[config.mk]
export PLATFORM = sky130hd
export DESIGN_NAME = ahb_rr_arbiter_flat
export DESIGN_NICKNAME = d
export VERILOG_FILES = /design/src/rtl/ahb_rr_arbiter_if.sv /design/src/rtl/ahb_rr_arbiter.sv /design/src/flat_wrapper.sv
export SDC_FILE = /design/constraint.sdc
export NUM_CORES = 1
export LEC_CHECK = 0
export ABC_AREA = 0
export CAP_MARGIN = 25
export CORE_MARGIN = 3
export CORE_UTILIZATION = 48
export DETAILED_ROUTE_END_ITERATION = 12
export PLACE_DENSITY_LB_ADDON = 0.05
export SYNTH_ARGS = -nofsm -noshare
export SYNTH_HDL_FRONTEND = slang
export SYNTH_SLANG_ARGS = --single-unit
[constraint.sdc]
create_clock -name hclk -period 3 [get_ports hclk]
set_clock_uncertainty 0.2 [all_clocks]
set_input_delay 0.6 -clock hclk [delete_from_list [all_inputs] [get_ports hclk]]
set_output_delay 0.6 -clock hclk [all_outputs]
set_load 0.1 [all_outputs]
[src/rtl/ahb_rr_arbiter_if.sv]
// Bus-side signal bundle for ahb_rr_arbiter.
// The master modport drives requests and transfer status toward the arbiter.
// The slave modport is the arbiter's own view of the bundle.
interface ahb_rr_arbiter_if #(
    parameter int NUM_MST = 4
);
    localparam int MW = (NUM_MST > 1) ? $clog2(NUM_MST) : 1;

    logic [NUM_MST-1:0] hbusreq;
    logic [NUM_MST-1:0] hlock;
    logic [1:0]         htrans;
    logic [2:0]         hburst;
    logic               hready;
    logic [1:0]         hresp;
    logic [NUM_MST-1:0] hsplit;
    logic [NUM_MST-1:0] hgrant;
    logic [MW-1:0]      hmaster;
    logic [MW-1:0]      hmasterd;
    logic               hmastlock;

    modport master (
        output hbusreq, hlock, htrans, hburst, hready, hresp, hsplit,
        input  hgrant, hmaster, hmasterd, hmastlock
    );

    modport slave (
        input  hbusreq, hlock, htrans, hburst, hready, hresp, hsplit,
        output hgrant, hmaster, hmasterd, hmastlock
    );
endinterface

[src/rtl/ahb_rr_arbiter.sv]
// Round-robin AHB arbiter with a default master.
// It does not re-arbitrate inside fixed-length bursts or while the owner holds HLOCK.
// Define ARB_SPLIT_EN to mask SPLIT masters until their HSPLIT release arrives.
// Without ARB_SPLIT_EN, SPLIT is treated exactly like RETRY.
module ahb_rr_arbiter #(
    parameter int NUM_MST = 4,
    parameter int DEF_MST = 0
) (
    input logic            hclk,
    input logic            hreset,
    ahb_rr_arbiter_if.slave bus
);
    localparam int MW = (NUM_MST > 1) ? $clog2(NUM_MST) : 1;
    localparam logic [NUM_MST-1:0] ONE_HOT0  = NUM_MST'(1);
    localparam logic [NUM_MST-1:0] DEF_GRANT = ONE_HOT0 << DEF_MST;
    localparam logic [MW-1:0]      DEF_IDX   = MW'(DEF_MST);

    typedef enum logic [1:0] {
        TR_IDLE   = 2'd0,
        TR_BUSY   = 2'd1,
        TR_NONSEQ = 2'd2,
        TR_SEQ    = 2'd3
    } htrans_e;

    // last_owner always holds the index of the current HGRANT.
    // It also serves as the round-robin search origin.
    logic [MW-1:0]      last_owner;
    logic [4:0]         beat_cnt;
    logic [NUM_MST-1:0] split_mask;
    logic [NUM_MST-1:0] eligible;
    logic [MW-1:0]      winner;
    logic [MW-1:0]      idx;
    logic               found;
    logic [4:0]         rem;
    logic               arb_point;
    htrans_e            trans;

    function automatic logic [4:0] burst_len(input logic [2:0] hburst);
        case (hburst)
            3'd2, 3'd3: burst_len = 5'd4;
            3'd4, 3'd5: burst_len = 5'd8;
            3'd6, 3'd7: burst_len = 5'd16;
            default:    burst_len = 5'd0;   // SINGLE and undefined-length INCR
        endcase
    endfunction

    // Find the round-robin winner, and decide whether this edge is an arbitration point.
    always_comb begin
        // NOTE: every variable assigned here gets a default first, so no path infers a latch.
        trans  = htrans_e'(bus.htrans);
        rem    = 5'd0;
        winner = DEF_IDX;
        found  = 1'b0;
        idx    = '0;
        // rem counts the fixed-burst beats still to be accepted, including the current beat.
        case (trans)
            TR_NONSEQ:      rem = burst_len(bus.hburst);
            TR_SEQ, TR_BUSY: rem = beat_cnt;
            default:        rem = 5'd0;
        endcase
        arb_point = bus.hready && !bus.hlock[last_owner] && (rem <= 5'd1);
        eligible  = bus.hbusreq & ~split_mask;
        for (int k = 1; k <= NUM_MST; k++) begin
            idx = MW'((int'(last_owner) + k) % NUM_MST);
            if (!found && eligible[idx]) begin
                winner = idx;
                found  = 1'b1;
            end
        end
    end

    // Register a new grant at each arbitration point.
    always_ff @(posedge hclk or posedge hreset) begin
        if (hreset) begin
            bus.hgrant <= DEF_GRANT;
            last_owner <= DEF_IDX;
        end else if (arb_point) begin
            // NOTE: registers take non-blocking assignments so every block samples pre-edge values.
            bus.hgrant <= ONE_HOT0 << winner;
            last_owner <= winner;
        end
    end

    // Advance the address-phase and data-phase owners only on accepted cycles.
    always_ff @(posedge hclk or posedge hreset) begin
        if (hreset) begin
            bus.hmaster   <= DEF_IDX;
            bus.hmasterd  <= DEF_IDX;
            bus.hmastlock <= 1'b0;
        end else if (bus.hready) begin
            bus.hmaster   <= last_owner;
            bus.hmasterd  <= bus.hmaster;
            bus.hmastlock <= bus.hlock[last_owner];
        end
    end

    // Track fixed-burst beats still outstanding, after accounting for each accepted beat.
    // A new NONSEQ or IDLE restarts the count, which covers early termination.
    always_ff @(posedge hclk or posedge hreset) begin
        if (hreset) begin
            beat_cnt <= 5'd0;
        end else if (bus.hready) begin
            case (trans)
                TR_NONSEQ: beat_cnt <= (burst_len(bus.hburst) == 5'd0) ? 5'd0
                                                                         : burst_len(bus.hburst) - 5'd1;
                TR_SEQ:    beat_cnt <= (beat_cnt == 5'd0) ? 5'd0 : beat_cnt - 5'd1;
                TR_IDLE:   beat_cnt <= 5'd0;
                default:   beat_cnt <= beat_cnt;
            endcase
        end
    end

`ifdef ARB_SPLIT_EN
    localparam logic [1:0] RESP_SPLIT = 2'd3;
    logic [NUM_MST-1:0] split_set;

    assign split_set = (bus.hresp == RESP_SPLIT && !bus.hready) ? (ONE_HOT0 << bus.hmasterd) : '0;

    // Mask a master when a SPLIT response starts, and unmask it when HSPLIT releases it.
    // If both happen on the same edge, the new SPLIT wins.
    always_ff @(posedge hclk or posedge hreset) begin
        if (hreset) begin
            split_mask <= '0;
        end else begin
            split_mask <= (split_mask & ~bus.hsplit) | split_set;
        end
    end
`else
    logic unused_split;
    assign split_mask   = '0;
    assign unused_split = ^{bus.hsplit, bus.hresp};
`endif
endmodule

[src/flat_wrapper.sv]
// flat-port wrapper written by rule: the top's interface ports become plain ports
module ahb_rr_arbiter_flat 
#(
    parameter int NUM_MST = 4,
    parameter int DEF_MST = 0
)
  (hclk, hreset, bus_hbusreq, bus_hlock, bus_htrans, bus_hburst, bus_hready, bus_hresp, bus_hsplit, bus_hgrant, bus_hmaster, bus_hmasterd, bus_hmastlock);
  ahb_rr_arbiter_if #(.NUM_MST(NUM_MST)) bus_i ();
  input logic hclk;
  input logic hreset;
  input wire logic [$bits(bus_i.hbusreq)-1:0] bus_hbusreq;
  input wire logic [$bits(bus_i.hlock)-1:0] bus_hlock;
  input wire logic [$bits(bus_i.htrans)-1:0] bus_htrans;
  input wire logic [$bits(bus_i.hburst)-1:0] bus_hburst;
  input wire logic [$bits(bus_i.hready)-1:0] bus_hready;
  input wire logic [$bits(bus_i.hresp)-1:0] bus_hresp;
  input wire logic [$bits(bus_i.hsplit)-1:0] bus_hsplit;
  output wire logic [$bits(bus_i.hgrant)-1:0] bus_hgrant;
  output wire logic [$bits(bus_i.hmaster)-1:0] bus_hmaster;
  output wire logic [$bits(bus_i.hmasterd)-1:0] bus_hmasterd;
  output wire logic [$bits(bus_i.hmastlock)-1:0] bus_hmastlock;
  assign bus_i.hbusreq = bus_hbusreq;
  assign bus_i.hlock = bus_hlock;
  assign bus_i.htrans = bus_htrans;
  assign bus_i.hburst = bus_hburst;
  assign bus_i.hready = bus_hready;
  assign bus_i.hresp = bus_hresp;
  assign bus_i.hsplit = bus_hsplit;
  assign bus_hgrant = bus_i.hgrant;
  assign bus_hmaster = bus_i.hmaster;
  assign bus_hmasterd = bus_i.hmasterd;
  assign bus_hmastlock = bus_i.hmastlock;
  ahb_rr_arbiter #(.NUM_MST(NUM_MST), .DEF_MST(DEF_MST)) u_core (.hclk(hclk), .hreset(hreset), .bus(bus_i));
endmodule
After elaboration in Yosys (flattened, before gate mapping)
Index checks and enable logic that the tools add are counted.
{"block": "word_totals", "output_inout_bits": 9, "word_cells": 70, "inputBits": 22, "register_bits": 16}
{"block": "op_classes", "eq_ne": 9, "n_mux": 24, "n_reduce_logical": 18, "add_sub_neg": 6, "shift": 1, "order_cmp": 6}
{"operator": "case mux 5 bit (3 select lines)", "n": 2}
{"operator": "2-to-1 mux 5 bit", "n": 4}
{"operator": "< comparator 2 x 3 -> 1 bit, second input constant", "n": 5}
{"operator": "equality test 3 bit, second input constant", "n": 4}
{"operator": "binary-select mux 1 bit (select 2 bit)", "n": 5}
{"operator": "zero test 5 bit", "n": 2}
{"operator": "case mux 5 bit (2 select lines)", "n": 1}
{"operator": "subtractor 5 x 1 -> 5 bit, second input constant", "n": 2}
{"operator": "2-to-1 mux 1 bit", "n": 8}
{"operator": "2-to-1 mux 2 bit", "n": 4}
{"operator": "OR reduction 2 bit", "n": 4}
{"operator": "equality test 3 x 2 -> 1 bit, second input constant", "n": 2}
{"operator": "<= comparator 5 x 1 -> 1 bit, second input constant", "n": 1}
{"operator": "logical AND 1 bit", "n": 5}
{"operator": "adder 2 x 1 -> 2 bit, second input constant", "n": 2}
{"operator": "adder 2 bit, second input constant", "n": 2}
{"operator": "equality test 2 bit, second input constant", "n": 2}
{"operator": "zero test 1 bit", "n": 4}
{"operator": "left shift 1 x 2 -> 4 bit, first input constant", "n": 1}
{"operator": "nonzero test 3 bit", "n": 1}
{"operator": "equality test 2 x 1 -> 1 bit, second input constant", "n": 1}
{"operator": "zero test 2 bit", "n": 1}
{"operator": "AND reduction 2 bit", "n": 1}

Depth between registers and ports, before layout
{"block": "logic_depth", "word_depth": 14, "mapped_depth": 7, "mapped_depth_nobuf": 6}

Worst setup path before layout
Ideal clock, no wire load.
{"block": "synth_timing", "kind": "input -> register", "start": "input port bus_hlock[3]", "end": "register u_core.bus.hgrant[0]", "slack_ns": 0.955, "cell_stages": 5, "arrival_time_ns": 1.755, "path_buffers": 1, "required_time_ns": 2.709, "path_cell_list": "mux4_2 nand2b_4 or2_0 buf_2 o31ai_1"}
{"block": "synth_via", "elab_chain_len": 5}
{"element": "start: declaration", "line": "flat_wrapper.sv:12", "rtl": "input wire logic [$bits(bus_i.hlock)-1:0] bus_hlock;"}
{"element": "binary-select mux 1 bit (select 2 bit)", "line": "ahb_rr_arbiter.sv:61", "rtl": "arb_point = bus.hready && !bus.hlock[last_owner] && (rem <= 5'd1);"}
{"element": "2-to-1 mux 1 bit (not written as such)", "line": "ahb_rr_arbiter.sv:61"}
{"element": "zero test 1 bit", "line": "ahb_rr_arbiter.sv:61"}
{"element": "logical AND 1 bit (2 in a row)", "line": "ahb_rr_arbiter.sv:61"}
{"element": "end signal: assignment", "line": "ahb_rr_arbiter.sv:79", "rtl": "bus.hgrant <= ONE_HOT0 << winner;"}
{"element": "end: declaration", "line": "ahb_rr_arbiter_if.sv:28", "rtl": "output hgrant, hmaster, hmasterd, hmastlock"}
Every way passes these cells. The select of a mux whose other input is x is not followed.
A chain may end at the register's enable or synchronous reset.

Final worst setup path
{"block": "layout_timing", "start": "input port bus_htrans[0]", "end": "register u_core.bus.hgrant[2]"}
{"block": "layout_via", "elab_chain_len": 5}
{"element": "start: declaration", "line": "flat_wrapper.sv:13", "rtl": "input wire logic [$bits(bus_i.htrans)-1:0] bus_htrans;"}
{"element": "equality test 2 x 1 -> 1 bit or equality test 2 bit (tied branches)", "line": "ahb_rr_arbiter.sv:56", "rtl": "case (trans)"}
{"element": "OR reduction 2 bit", "line": "ahb_rr_arbiter.sv:56"}
{"element": "case mux 5 bit (2 select lines) *", "line": "ahb_rr_arbiter.sv:56"}
{"element": "<= comparator 5 x 1 -> 1 bit *", "line": "ahb_rr_arbiter.sv:61"}
{"element": "logical AND 1 bit *", "line": "ahb_rr_arbiter.sv:61"}
Mark *: on every way between the ends. The rest lies on a longest branch, timed or not.

==> results.tsv <==
metric	value	unit
nFillCells	152	
grt_pass1_wl	3060	um
fin_util	0.664	
r2r_slack	0.92	ns
vias	748	
via_per_inst	5.42	
cts_buffer_depth	2	
grt_use_total	0.164	
io_buffers	23	
post_cts_resized	0	
grt_overflow	0	
combPwrFrac	0.607	
cp_max_fo	7	
max_slew_margin	0.611	
diodes	0	
remaining_drc_errors	0	
antenna_found_initial	0	
pwr-share-clk	0.099	
internal_power	0.555	mW
fp-row-count	15	
synth_cell_types	29	
wl_per_cell	13.3	um
hold_viol	0	
clk-insertion-delay-late	0.29	ns
yosysWarnings	0	
synthTopCellsByCount	16 x o21ai_0, 15 x dfrtp_1, 8 x inv_1, 7 x mux2_2, 5 x ha_1	
grt_pass1_vias	734	
p_sw	0.693	mW
hp-start	u_core.bus.hgrant[0]	
worst_setup_path_start_kind	primary input	
dp_hpwl	1430	um
cts_tree	yes	
core_area	0.00176	mm2
path_clk_slew	0.09	ns
syn_area	922	um2
ys.flop_type	dfrtp_1	
worstHoldPathType	flop to flop	
power_density	1070	mW/mm2
nNetsFinal	141	
yosysTopAreaCell	dfrtp_1	
postCtsSetupRepairBufs	0	
synth-seq-cells	16	
drt_wl_total	1840	um
die_h	49.8	um
regArea	402	um2
switching_share	0.555	
p_seq_frac	0.294	
ioPinCount	31	
whs_path_depth	2	
worst_slew_pin_slew	0.583	ns
start_util	0.523	
cts_sinks	16	
syn2layout_area_growth	27.0	%
ir_drop	0.838	mV
outcome	finished, final reports clean	
finalCriticalPeriod	2.37	ns
arrival	2.37	ns
r2r-end	u_core.bus.hgrant[2]	
yosys.area.top_type_share	0.407	
synthCells	89	
gp_congestion	0.765	
slew_violations	0	
yosys-top-cells-area	dfrtp_1 41%, o21ai_0 8.7%, mux2_2 8.5%	
tns	0	ns
grt_max_degree	17	
synth_edf_count	0	
multi_input_area	474	um2
hold-path-endpoint	u_core.bus.hgrant[0]	
yosysMostFrequentCell	o21ai_0	
crit_type	primary input to flop	
final_antenna_net_count	0	
drt_iter0_drc	12	
startpoint	bus_htrans[0]	
dr.pass1.iters	4	
placed_cells	134	
setup_viol	0	
drv_cap	0	
synth_fp_nets	116	
cts_made_buffers	3	
drive_gt1_frac	0.204	
synth-async-reset-ratio	1.00	
dieArea	0.00248	mm2
cp-end-kind	flop	
rr_startpoint	u_core.last_owner[0]	
fin_cells	138	
max_freq	0.422	GHz
worstPathRequired	3.00	ns
leakagePower	0.527	nW
finalCritPeriodShare	0.789	
power.total	1.25	mW
root_buffer	clkbuf_4	
rsz0062_at_grt	false	
syn_area_per_cell	10.4	um2
seq_area_frac_synth	0.436	
chipWidth	49.8	um
cts_hold_buf	0	
reg2reg_depth	4	
h-tree-depth	1	
[stage by stage]
step / hold WS, ns / worst slack, ns / area [um2]
2_1_floorplan: 0.281 / 0.955 / 922
3_3_place_gp: 0.289 / 0.388 / 1140
3_5_place_dp: 0.297 / 0.360 / 1140
4_1_cts: 0.325 / 0.657 / 1170
5_1_grt: 0.348 / 0.500 / 1170
6_report: 0.318 / 0.632 / 1170
[placed cells by master, fill, tap and decap left out, types with 2 or more instances in the layout]
cell type	synthesis	routed
o21ai_0	16	16
a22oi_1	2	2
clkbuf_4	0	3
o21a_1	2	2
nand2_1	2	2
clkdlybuf4s50_1	0	14
inv_1	8	8
ha_1	5	5
o31ai_1	4	4
buf_4	1	9
dfrtp_1	15	15
nor2b_1	3	3
mux2_2	7	7
nand2b_1	3	3
nor2_1	2	2
a21oi_1	4	4
[power by group through the flow]
stage / Clock, mW / Combinational (mW) / Sequential, mW
detailed placement: 0 / 0.759 / 0.372
CTS: 0.129 / 0.760 / 0.367
finish: 0.124 / 0.758 / 0.367
global route: 0.137 / 0.788 / 0.382
floorplan: 0 / 0.202 / 0.765
global placement: 0 / 0.749 / 0.367
[area by class of cell]
type	instances	area share
Inverter	8	0.0256
Multi-Input combinational cell	62	0.405
Sequential cell	16	0.343
Clock buffer	4	0.0224
Timing Repair Buffer	23	0.177
Tap cell	25	0.0267
[registers in the layout, indices dropped and copies added, names as in the netlist]
| name | flops |
|---|---|
| u_core.bus.hmastlock | 1 |
| u_core.beat_cnt | 5 |
| u_core.bus.hmaster | 2 |
| u_core.last_owner | 2 |
| u_core.bus.hmasterd | 2 |
| u_core.bus.hgrant | 4 |
[worst max-delay path: stages]
cell and delay [ns]:
clkdlybuf4s50_1 0.56, inv_1 0.09, ha_1 0.20, o21ai_0 0.07, a22oi_1 0.18, or2_0 0.36, o31ai_1 0.29
[cells by family after synthesis]
group,share of synthesized area
and+or+nand+nor,0.0950
muxes,0.121
AOI/OAI and AO/OA,0.221
xor gates and xnor gates,0.00950
adders and majority gates,0.0678
buffers and inverters,0.0502
DFF,0.436
[worst max path at each step]
stage / depth (start not counted) / to
2_1_floorplan: 5 / u_core.bus.hgrant[0]
3_3_place_gp: 7 / u_core.bus.hgrant[0]
3_5_place_dp: 7 / u_core.bus.hgrant[0]
4_1_cts: 7 / u_core.bus.hgrant[0]
5_1_grt: 7 / u_core.bus.hgrant[0]
6_report: 7 / u_core.bus.hgrant[2]
[per-layer routing]
metal	vias up	part of all wire	GRT usage	wire length, um
li1	368	-	-	-
met1	346	0.45	0.212	822
met2	31	0.46	0.251	840
met3	3	0.078	0.0453	143
met4	0	0.017	0.0829	31
met5	-	0	0	0
Power figures use the tool's default switching activity.
